===== src/rtl/beta_fetch.sv =====
// Beta pipeline instruction-fetch stage: owns the PC, addresses the
// instruction memory, and loads the IF/RF instruction register. Handles
// next-PC selection, supervisor-bit protection, and interrupt entry.
// Wrong-path fetches are annulled by loading a NOP.
module beta_fetch #(
    parameter logic [31:0] RESET_PC  = 32'h8000_0000,
    parameter logic [31:0] ILLOP_PC  = 32'h8000_0004,
    parameter logic [31:0] XADR_PC   = 32'h8000_0008,
    parameter logic [31:0] NOP_INSTR = 32'hC3FF_0000
) (
    input  logic        clk,
    input  logic        reset_n,
    input  logic        stall,
    input  logic [2:0]  pcsel,
    input  logic [31:0] branch_target,
    input  logic [31:0] jmp_target,
    input  logic        irq,
    input  logic [31:0] id,
    output logic [31:0] ia,
    output logic [31:0] ir,
    output logic [31:0] ir_pc4,
    output logic        ir_valid,
    output logic        irq_ack,
    output logic [31:0] xp_value
);

    typedef enum logic [2:0] {
        SEL_SEQ   = 3'd0,
        SEL_BR    = 3'd1,
        SEL_JMP   = 3'd2,
        SEL_ILLOP = 3'd3,
        SEL_XADR  = 3'd4
    } pcsel_e;

    logic [31:0] pc;
    logic [31:0] pc4;
    logic [31:0] next_pc;
    logic        redirect;
    logic        take_irq;

    // Target bit 31 of a branch and the byte offset of any target are
    // discarded; the supervisor bit comes from the current PC instead.
    logic unused_target_bits;
    assign unused_target_bits = ^{branch_target[31], branch_target[1:0], jmp_target[1:0]};

    // Next-PC selection; pcsel codes 5-7 fall through to sequential.
    always_comb begin
        // NOTE: every always_comb output gets a default first so no path leaves it unassigned (no latch).
        pc4      = {pc[31], pc[30:0] + 31'd4};
        next_pc  = pc4;
        redirect = 1'b1;
        case (pcsel)
            SEL_BR:    next_pc = {pc[31], branch_target[30:2], 2'b00};
            SEL_JMP:   next_pc = {pc[31] & jmp_target[31], jmp_target[30:2], 2'b00};
            SEL_ILLOP: next_pc = ILLOP_PC;
            SEL_XADR:  next_pc = XADR_PC;
            default:   redirect = 1'b0;
        endcase
        // Interrupts only in user mode and only on an otherwise sequential cycle.
        take_irq = irq & ~pc[31] & ~stall & ~redirect;
        if (take_irq) begin
            next_pc = XADR_PC;
        end
    end

    // PC and IF/RF register update; stall freezes everything.
    always_ff @(posedge clk or negedge reset_n) begin
        // NOTE: state registers use non-blocking assignments so every flop samples pre-edge values.
        if (!reset_n) begin
            pc       <= RESET_PC;
            ir       <= NOP_INSTR;
            ir_pc4   <= RESET_PC + 32'd4;
            ir_valid <= 1'b0;
        end else if (!stall) begin
            pc     <= next_pc;
            ir_pc4 <= pc4;
            if (redirect || take_irq) begin
                ir       <= NOP_INSTR;
                ir_valid <= 1'b0;
            end else begin
                ir       <= id;
                ir_valid <= 1'b1;
            end
        end
    end

    assign ia       = pc;
    assign irq_ack  = take_irq;
    assign xp_value = take_irq ? pc4 : 32'd0;

endmodule


===== config.mk =====
export PLATFORM = sky130hd
export DESIGN_NAME = beta_fetch
export DESIGN_NICKNAME = d
export VERILOG_FILES = /design/src/rtl/beta_fetch.sv
export SDC_FILE = /design/constraint.sdc
export NUM_CORES = 1
export LEC_CHECK = 0
export CAP_MARGIN = 30
export CORE_ASPECT_RATIO = 0.7
export CORE_MARGIN = 4
export CORE_UTILIZATION = 40
export DETAILED_ROUTE_END_ITERATION = 10
export PLACE_DENSITY = 0.85
export SLEW_MARGIN = 10
export SYNTH_ARGS = -nofsm -noshare
export SYNTH_HDL_FRONTEND = slang
export SYNTH_SLANG_ARGS = --single-unit

===== constraint.sdc =====
create_clock -name clk -period 3.2 [get_ports clk]
set_input_delay 0.64 -clock clk [delete_from_list [all_inputs] [get_ports clk]]
set_output_delay 0.64 -clock clk [all_outputs]
set_load 0.1 [all_outputs]

==> metrics.cfg <==
[synthesis]
synth_area_leaders=dfrtp_1, dfstp_2, nor2_1
synth-async-reset-ratio=1.00
synth-edff-count=0
avgSynthCellArea_um2=8.65
synth_common_cells=dfrtp_1, nor2_1, nand2_1, o21ai_0, clkbuf_1
synth_seq_cells=93
syn_inst=613
syn_area_um2=5310
ys_warn_count=0
yosysMostFrequentCell=dfrtp_1
yosysSeqAreaShare=0.442
yosysTopAreaCellShare=0.368
yosys.area.top_type=dfrtp_1
synth_cell_types=61
ys.flop_type=dfrtp_1

[global_route]
grt_pass1_wl_um=31100
gr-usage-all-layers=0.249
grt_pass1_vias=5818
antenna_found_initial=0
grt-ovfl-total=0
grt_max_degree=64

[setup_path]
critPathCapture=xp_value[19]
critPathLaunchType=flop
r2r_cells=5
cp.depth=5
rrSetupSlack_ns=1.02
path_buf_inv=1
cp_slowest_stage_delay_ns=0.57
path_cells=nand4_4 > or3_4 > or4_1 > a21oi_4 > buf_12
critPathMaxFanout=11
worst_path_max_delay_cell=or4_1
startpoint=ia[5]
cp-end-kind=output port
reg2reg_to=ia[29]
rr_startpoint=ia[5]
required_ns=2.56
arrival_ns=2.48
crit_type=reg2out
cp_top_family=simple AND/OR/NAND/NOR gates

[place]
hpwl_um=14700
dpl_cell_area_um2=8100
port_buffers=220
routabilityCongestion=0.857
post-place-ws_ns=0.181

[power_and_ir_drop]
seq_power_share=0.325
power_density_nw_per_um2=574
irDropWorstVdd_mv=0.437
power_leakage_nw=3.34
p_int_mw=2.45
clkPwrFrac=0.213
switching_share=0.495
p_switching_mw=2.40
pwr-share-comb=0.462
p_total_mw=4.85

[floorplan]
initial_core_util=0.418
ios=233
die_h_um=104
die_w_um=146
fp.coreArea_um2=12700
rows=34
dieArea_um2=15200

[worst_hold_path]
min_path_type=in2async

[sta]
skew_ns=0.00636
fin_crit_sh=0.976
finalSetupViolations=0
fmax_mhz=320
rsz0062_at_grt=false
worst_slack_ns=0.0782
drv_slew=0
finalCriticalPeriod_ns=3.12
tightestPinTransition_ns=0.732
hold_viol_final=0
relSlewSlack=0.512

[route]
wl_met1_um=8150
highest_layer=met4
routed_via_density=5.77
drt_wl_total_um=19200
drc=0
drt_iter0_markers=401
wl_met3_um=1860
drtPass1Iterations=5
wl_met2_um=9000
vias=5701
ant_nets=0
wl_per_cell_um=19.5

[clocking]
cts_tree=done
htreeDepth=3
cts_sinks=93
clk_pin_slew_ns=0.07
cts_buffers=9
root_buffer=clkbuf_16
clk_path_buf_depth=2
insertion_delay_ns=0.34
cts_hold_buffers=0

[cells_and_area]
n_fill_cell=983
layout.nets=925
antenna_cells=0
syn2layout_area_growth_pct=59.1
post-route-util=0.666
multi_input_area_um2=2950
fin_area_um2=8440
regArea_um2=2410
layout-drive-gt1-share=0.321

[run]
maxCapViolCount=0

[run_status]
status=finished, final reports clean

## per-stage QoR
stage	TNS [ns]	hold slack, ns	instances
3_3_place_gp	0	0.468	968
2_1_floorplan	-0.931	0.344	619
5_1_grt	0	0.399	988
3_5_place_dp	0	0.475	968
6_report	0	0.341	988
4_1_cts	0	0.370	984
## cells by family (layout without fill, tap and decap cells)
kind of cell / count (synthesis) / in the layout / share of synthesized area
AO/OA/AOI/OAI: 201 / 201 / 0.257
multiplexers: 4 / 4 / 0.00778
AND/OR/NAND/NOR: 225 / 225 / 0.205
flip-flops: 93 / 93 / 0.442
adder cells (fa/ha/maj): 1 / 1 / 0.00236
buffers and inverters: 76 / 283 / 0.0646
other: 1 / 7 / 0.000707
XOR/XNOR: 12 / 12 / 0.0198
## layout by cell type, fill, tap and decap left out, types with 8 or more instances in the layout
cell type | Yosys | layout
clkdlybuf4s50_1 | 0 | 95
a21oi_4 | 0 | 13
dfrtp_1 | 78 | 52
a2bb2oi_1 | 15 | 15
or3_1 | 14 | 10
nor2_4 | 0 | 10
a21oi_1 | 35 | 22
nand2_1 | 68 | 67
nor2_1 | 75 | 59
dfrtp_2 | 0 | 12
a211oi_1 | 8 | 8
xnor2_1 | 12 | 12
nor3_1 | 13 | 13
buf_12 | 0 | 32
clkbuf_16 | 0 | 9
a31oi_1 | 14 | 14
o21ai_0 | 53 | 49
dfrtp_4 | 0 | 14
buf_4 | 9 | 128
nand3_1 | 13 | 13
a22oi_1 | 9 | 9
inv_1 | 11 | 11
dfstp_2 | 15 | 15
## power groups by stage
stage	Combinational, mW	Sequential (mW)	Clock (mW)
finish	2.24	1.58	1.03
global route	2.33	1.60	1.11
CTS	2.25	1.57	1.06
detailed placement	2.24	1.59	0
global placement	2.21	1.58	0
floorplan	0.523	2.71	0
## metal layers
metal  up-vias  GRT usage
met3        21     0.0828
met2       262      0.409
met1      2764      0.325
met4         0     0.0474
met5         -          0
li1       2654          -
## registers in the layout (all words and copies together), names as in the netlist
signal,cells
ir,32
ia,30
ir_valid,1
ir_pc4,30
## worst min path at each step
stage,start,end,cells after the start
4_1_cts,reset_n,ir_pc4[19],1
3_3_place_gp,ir[7],ir[7],2
3_5_place_dp,ir[29],ir[29],2
6_report,reset_n,ia[19],1
5_1_grt,reset_n,ir_pc4[19],1
2_1_floorplan,reset_n,ia[13],0
## area by class of cell
type	count	share of cell area
tap	162	0.0240
clock inverter	7	0.00652
inverter	12	0.00534
clock buffer	9	0.0267
sequential	93	0.286
multi-input combinational	450	0.349
timing repair buffer	255	0.302
## worst register-to-register path, delay by kind of cell (launching register included)
kind	cells	cell delay, ns
AND/OR/NAND/NOR	3	1.06
buffers and inverters	1	0.18
AO/OA/AOI/OAI	1	0.32
flip-flops	1	0.49
## repair_timing
item	4_1_cts	5_1_grt
setup buffers	0	4
pin swaps	0	2
cloned	0	0
setup endpoints to repair	7	8
resized for setup	7	3
Note: power is estimated with default switching activity, not from simulation.
